## config.mk

```make
export PLATFORM = sky130hd
export DESIGN_NAME = matrix_loader_flat
export DESIGN_NICKNAME = d
export VERILOG_FILES = /design/src/rtl/matrix_loader_if.sv /design/src/rtl/matrix_loader.sv /design/src/flat_wrapper.sv
export SDC_FILE = /design/constraint.sdc
export NUM_CORES = 1
export LEC_CHECK = 0
export ABC_AREA = 1
export CAP_MARGIN = 20
export CORE_ASPECT_RATIO = 1.1
export CORE_MARGIN = 2
export CORE_UTILIZATION = 25
export DETAILED_ROUTE_END_ITERATION = 16
export PLACE_DENSITY = 0.59
export SKIP_CTS_REPAIR_TIMING = 1
export SLEW_MARGIN = 20
export SYNTH_ARGS = -nofsm -noshare
export SYNTH_HDL_FRONTEND = slang
export SYNTH_SLANG_ARGS = --single-unit
export TNS_END_PERCENT = 100
```

## constraint.sdc

```tcl
create_clock -name clk -period 2.05 [get_ports clk]
set_clock_uncertainty 0.05 [all_clocks]
set_input_delay 0.615 -clock clk [delete_from_list [all_inputs] [get_ports clk]]
set_output_delay 0.615 -clock clk [all_outputs]
set_load 0.02 [all_outputs]
```

## src/rtl/matrix_loader_if.sv

```systemverilog
// Stream and operand bus between an element source and matrix_loader.
// Handshake: an element transfers on a rising clk edge where s_valid and
// s_ready are both high. The source holds s_data/s_last stable while
// s_valid is high and s_ready is low. s_ready never depends on s_valid.
interface matrix_loader_if #(
  parameter int N     = 4,
  parameter int WIDTH = 16
);
  logic                             s_valid;
  logic                             s_ready;
  logic [WIDTH-1:0]                 s_data;
  logic                             s_last;
  logic [N-1:0][N-1:0][WIDTH-1:0]   A;
  logic [N-1:0][N-1:0][WIDTH-1:0]   B;
  logic                             mat_valid;
  logic                             c_capture;
  logic                             err_frame;

  modport master (
    output s_valid, s_data, s_last,
    input  s_ready, A, B, mat_valid, c_capture, err_frame
  );

  modport slave (
    input  s_valid, s_data, s_last,
    output s_ready, A, B, mat_valid, c_capture, err_frame
  );
endinterface

```

## src/rtl/matrix_loader.sv

```systemverilog
// matrix_loader: assembles operand matrices A then B from a serial element
// stream, holds them on parallel outputs for the multiplier latency and
// pulses c_capture in the cycle the multiplier's C reflects them.
// Optional build macro MATRIX_LOADER_BCOLMAJOR_EN: the B stream arrives
// column-major and is stored transposed; A is always row-major.
// o_dbg_state exposes the FSM state (0 IDLE, 1 LOAD_A, 2 LOAD_B, 3 HOLD).
module matrix_loader #(
  parameter int N           = 4,
  parameter int WIDTH       = 16,
  parameter int PIPE_STAGES = 2,
  parameter int HOLD_CYCLES = PIPE_STAGES + N + 1
) (
  input  logic              clk,
  input  logic              rst_n,
  matrix_loader_if.slave    bus,
  output logic [1:0]        o_dbg_state
);

  localparam int CW = (N > 1) ? $clog2(N) : 1;
  localparam int HW = (HOLD_CYCLES > 0) ? $clog2(HOLD_CYCLES + 1) : 1;
  localparam logic [CW-1:0] LAST_IDX = CW'(N - 1);

  typedef enum logic [1:0] {
    S_IDLE   = 2'd0,
    S_LOAD_A = 2'd1,
    S_LOAD_B = 2'd2,
    S_HOLD   = 2'd3
  } state_t;

  state_t                          r_state;
  logic [CW-1:0]                   r_row;
  logic [CW-1:0]                   r_col;
  logic [HW-1:0]                   r_hold;
  logic [N-1:0][N-1:0][WIDTH-1:0]  r_a;
  logic [N-1:0][N-1:0][WIDTH-1:0]  r_b;
  logic                            r_mat_valid;
  logic                            r_c_capture;
  logic                            r_err_frame;

  logic                            w_xfer;
  logic                            w_final;

  // Ready is a pure decode of the state register, never of s_valid.
  assign bus.s_ready  = (r_state == S_LOAD_A) || (r_state == S_LOAD_B);
  assign w_xfer       = bus.s_valid && bus.s_ready;
  assign w_final      = (r_row == LAST_IDX) && (r_col == LAST_IDX);

  assign bus.A         = r_a;
  assign bus.B         = r_b;
  assign bus.mat_valid = r_mat_valid;
  assign bus.c_capture = r_c_capture;
  assign bus.err_frame = r_err_frame;
  assign o_dbg_state   = r_state;

  // Frame FSM: element placement, framing checks, hold countdown and pulses.
  always_ff @(posedge clk or negedge rst_n) begin
    if (!rst_n) begin
      r_state     <= S_IDLE;
      r_row       <= '0;
      r_col       <= '0;
      r_hold      <= '0;
      r_a         <= '0;
      r_b         <= '0;
      r_mat_valid <= 1'b0;
      r_c_capture <= 1'b0;
      r_err_frame <= 1'b0;
    end else begin
      r_err_frame <= 1'b0;
      r_c_capture <= 1'b0;
      case (r_state)
        S_IDLE: begin
          r_state <= S_LOAD_A;
        end

        S_LOAD_A: begin
          if (w_xfer) begin
            if (bus.s_last) begin
              // s_last is never legal inside A: drop element, restart frame.
              r_err_frame <= 1'b1;
              r_row       <= '0;
              r_col       <= '0;
            end else begin
              r_a[r_row][r_col] <= bus.s_data;
              if (w_final) begin
                r_row   <= '0;
                r_col   <= '0;
                r_state <= S_LOAD_B;
              end else if (r_col == LAST_IDX) begin
                r_col <= '0;
                r_row <= r_row + CW'(1);
              end else begin
                r_col <= r_col + CW'(1);
              end
            end
          end
        end

        S_LOAD_B: begin
          if (w_xfer) begin
            if (bus.s_last != w_final) begin
              // s_last must mark exactly the final B element.
              r_err_frame <= 1'b1;
              r_row       <= '0;
              r_col       <= '0;
              r_state     <= S_LOAD_A;
            end else begin
`ifdef MATRIX_LOADER_BCOLMAJOR_EN
              r_b[r_col][r_row] <= bus.s_data;
`else
              r_b[r_row][r_col] <= bus.s_data;
`endif
              if (w_final) begin
                r_row       <= '0;
                r_col       <= '0;
                r_hold      <= HW'(HOLD_CYCLES);
                r_mat_valid <= 1'b1;
                r_c_capture <= (HOLD_CYCLES == 0);
                r_state     <= S_HOLD;
              end else if (r_col == LAST_IDX) begin
                r_col <= '0;
                r_row <= r_row + CW'(1);
              end else begin
                r_col <= r_col + CW'(1);
              end
            end
          end
        end

        S_HOLD: begin
          // c_capture lands on the cycle the counter reads zero, which is
          // also the final cycle of mat_valid.
          if (r_hold == '0) begin
            r_mat_valid <= 1'b0;
            r_state     <= S_LOAD_A;
          end else begin
            r_hold      <= r_hold - HW'(1);
            r_c_capture <= (r_hold == HW'(1));
          end
        end

        default: begin
          r_state <= S_IDLE;
        end
      endcase
    end
  end

endmodule

```

## src/flat_wrapper.sv

```systemverilog
// flat-port wrapper written by rule: the top's interface ports become plain ports
module matrix_loader_flat 
#(
  parameter int N           = 4,
  parameter int WIDTH       = 16,
  parameter int PIPE_STAGES = 2,
  parameter int HOLD_CYCLES = PIPE_STAGES + N + 1
)
  (clk, rst_n, o_dbg_state, bus_s_valid, bus_s_data, bus_s_last, bus_s_ready, bus_A, bus_B, bus_mat_valid, bus_c_capture, bus_err_frame);
  matrix_loader_if #(.N(N), .WIDTH(WIDTH)) bus_i ();
  input  logic clk;
  input  logic rst_n;
  output logic [1:0] o_dbg_state;
  input wire logic [$bits(bus_i.s_valid)-1:0] bus_s_valid;
  input wire logic [$bits(bus_i.s_data)-1:0] bus_s_data;
  input wire logic [$bits(bus_i.s_last)-1:0] bus_s_last;
  output wire logic [$bits(bus_i.s_ready)-1:0] bus_s_ready;
  output wire logic [$bits(bus_i.A)-1:0] bus_A;
  output wire logic [$bits(bus_i.B)-1:0] bus_B;
  output wire logic [$bits(bus_i.mat_valid)-1:0] bus_mat_valid;
  output wire logic [$bits(bus_i.c_capture)-1:0] bus_c_capture;
  output wire logic [$bits(bus_i.err_frame)-1:0] bus_err_frame;
  assign bus_i.s_valid = bus_s_valid;
  assign bus_i.s_data = bus_s_data;
  assign bus_i.s_last = bus_s_last;
  assign bus_s_ready = bus_i.s_ready;
  assign bus_A = bus_i.A;
  assign bus_B = bus_i.B;
  assign bus_mat_valid = bus_i.mat_valid;
  assign bus_c_capture = bus_i.c_capture;
  assign bus_err_frame = bus_i.err_frame;
  matrix_loader #(.N(N), .WIDTH(WIDTH), .PIPE_STAGES(PIPE_STAGES), .HOLD_CYCLES(HOLD_CYCLES)) u_core (.clk(clk), .rst_n(rst_n), .bus(bus_i), .o_dbg_state(o_dbg_state));
endmodule
```

==> qor.yml <==
finalCriticalPeriod_ps: 2140
drtAntennaViolNets: 0
grt_usage_pct: 18.2
synthMuxAreaShare_pct: 0
p_per_area_nw_per_um2: 1040
clock-sinks: 524
cp_slowest_cell: "dfrtp_1"
gp_congestion: 0.773
globalRouteOverflowTotal: 0
worstHoldPathType: "reg2reg"
r2r_slack_ps: 60
dp_slack_ps: -494
crit_family: "flip-flops"
max_freq_mhz: 467
layout_commonest_cell: "nand2_1"
drc: 0
netlist_instances: 2130
wl_um: 78200
rsz0062_at_grt: "yes"
final_util_pct: 39.4
period_share_pct: 104
grt_pass1_wl_um: 113000
clk_latency_ps: 600
worstSetupPathType: "reg2out"
dpl_cell_area_sq_um: 28100
path_clk_slew_ps: 60
drtIter0Drc: 1197
via_per_inst: 4.48
synth_xor_area_share_pct: 0
ys_seq_area_share_pct: 65.1
critPathCaptureType: "output pin"
worstPathCellList: "ha_4, inv_1, buf_4"
synth-seq-cells: 524
synth-adder-area-share_pct: 0.932
clock_path_buffers: 3
rr_startpoint: "u_core.r_col[0]"
slew_violations: 0
critPathMaxFanout: 3
finalHoldWorstSlack_ps: 410
cts_tree: "done"
timing.critical_path.buf_inv: 2
synthToLayoutAreaGrowth_pct: 56.5
vias: 17138
r2r_end: "u_core.bus.B[95]"
netlist_area_sq_um: 20100
final_cell_mix: "nand2_1 (809), dfrtp_1 (523), dlymetal6s2s_1 (513)"
synth_compound_area_share_pct: 7.08
io_pins: 538
slowest_delay_ps: 410
cp-start-kind: "flop"
grt_pass1_vias: 16805
syn_area_per_cell_sq_um: 9.46
first_pass_iters: 5
setup_slack_ps: -92.2
status: "finished, violations left"
portBuffers: 537
min_from: "u_core.r_hold[2]"
root_buffer: "clkbuf_16"
hold_depth: 1
grt_max_degree: 80
ys_warn_count: 0
synth_fp_nets: 2165
initial_utilization_pct: 25.2
synth_top_family_by_area: "simple AND/OR/NAND/NOR gates"
row_count: 109
cts_buffers: 56
worstPathArrival_ps: 1480
worstRegToRegCells: 10
ir_worst_vdd_uv: 821
leakagePower_nw: 23.6
holdPathEnd: "u_core.bus.c_capture"
drive_above_1_share_pct: 10.7
nFillCells: 7815
final_nets: 2761
setup_viol: 1
dpl.hpwl_um: 53900
violations: "setup timing"
core_area_sq_um: 80100
cts_max_level: 2
wl_per_cell_um: 20.4
die_w_um: 275
stdcell_area_sq_um: 31500
synth_simple_gate_area_share_pct: 22.3
max_cap_violations: 0
antenna_found_initial: 3
worstMarginPinSlew_ps: 504
tns_ps: -92.2
hold_violations: 0
die-area_sq_um: 82900
required_ps: 1380
netlist-cell-type-count: 19
die_h_um: 302
relSlewSlack_pct: 66.3
## where the power goes
group / switching [mW] / internal, mW
clock: 4.37 / 6.44
combinational: 5.34 / 3.64
sequential: 0.979 / 12.0
## kinds of logic (layout without fill, tap and decap cells)
group | after synthesis | after routing
adders and majority gates | 15 | 15
DFF | 524 | 524
buffers and inverters | 211 | 852
and+or+nand+nor | 1095 | 1095
other | 0 | 3
AOI/OAI and AO/OA | 285 | 285
## through the flow
stage | std cells | power (mW)
floorplan | 2130 | 17.1
global placement | 3713 | 22.3
detailed placement | 3713 | 22.4
CTS | 3816 | 33.4
global route | 3825 | 34.3
finish | 3828 | 32.7
## metal layers
layer / global-route usage, % / part of all wire (%) / up-vias
li1: - / - / 8042
met1: 23.8 / 43 / 8312
met2: 28.7 / 46 / 679
met3: 5.84 / 9.2 / 105
met4: 5.16 / 2.7 / 0
met5: 0 / 0 / -
## worst max path at each step
stage / startpoint / endpoint / cells after the start
global route: u_core.o_dbg_state[1] / bus_s_ready / 3
floorplan: u_core.o_dbg_state[0] / u_core.bus.A[129] / 10
detailed placement: bus_s_last / u_core.bus.B[227] / 10
finish: u_core.o_dbg_state[1] / bus_s_ready / 3
global placement: bus_s_valid / u_core.bus.B[226] / 10
CTS: u_core.o_dbg_state[0] / bus_s_ready / 4
## cell type report
cell class	instances	area, sq um	share of cell area [%]
diodes	3	7.51	0.0238
clock buffers	82	1720	5.46
clock inverters	21	258	0.817
inverters	53	199	0.631
multi-input cells	1395	6170	19.6
flip-flops and latches	524	13100	41.6
well taps	1054	1320	4.18
repair buffers	696	8750	27.7
## worst register-to-register path, stage by stage (launching register included)
cell       delay [ps]
dfrtp_1           400
ha_1              250
nand3_1           140
nand3_2           120
nor2_4            190
buf_12            160
buf_12            140
buf_4             170
clkbuf_16         170
nand3_1            70
nand2_1            80
## Yosys cell counts, drive strengths merged
cell	n	area share, %
o21ai	280	7.0
a21oi	5	0.12
nand3	250	6.2
nor3	1	0.025
nand2	833	16
buf	40	1.4
inv	38	0.71
nand4	2	0.062
dfrtp	524	65
clkinv	15	0.28
ha	15	0.93
or2	1	0.031
clkbuf	118	2.2
nor2	8	0.17
## state kept, by name, indices dropped and copies added, names as in the netlist
name                  count
u_core.r_col              2
u_core.bus.c_capture      1
u_core.r_hold             3
u_core.bus.B            256
u_core.bus.mat_valid      1
u_core.bus.err_frame      1
u_core.r_row              2
u_core.o_dbg_state        2
u_core.bus.A            256
Note: power is estimated with default switching activity, not from simulation.
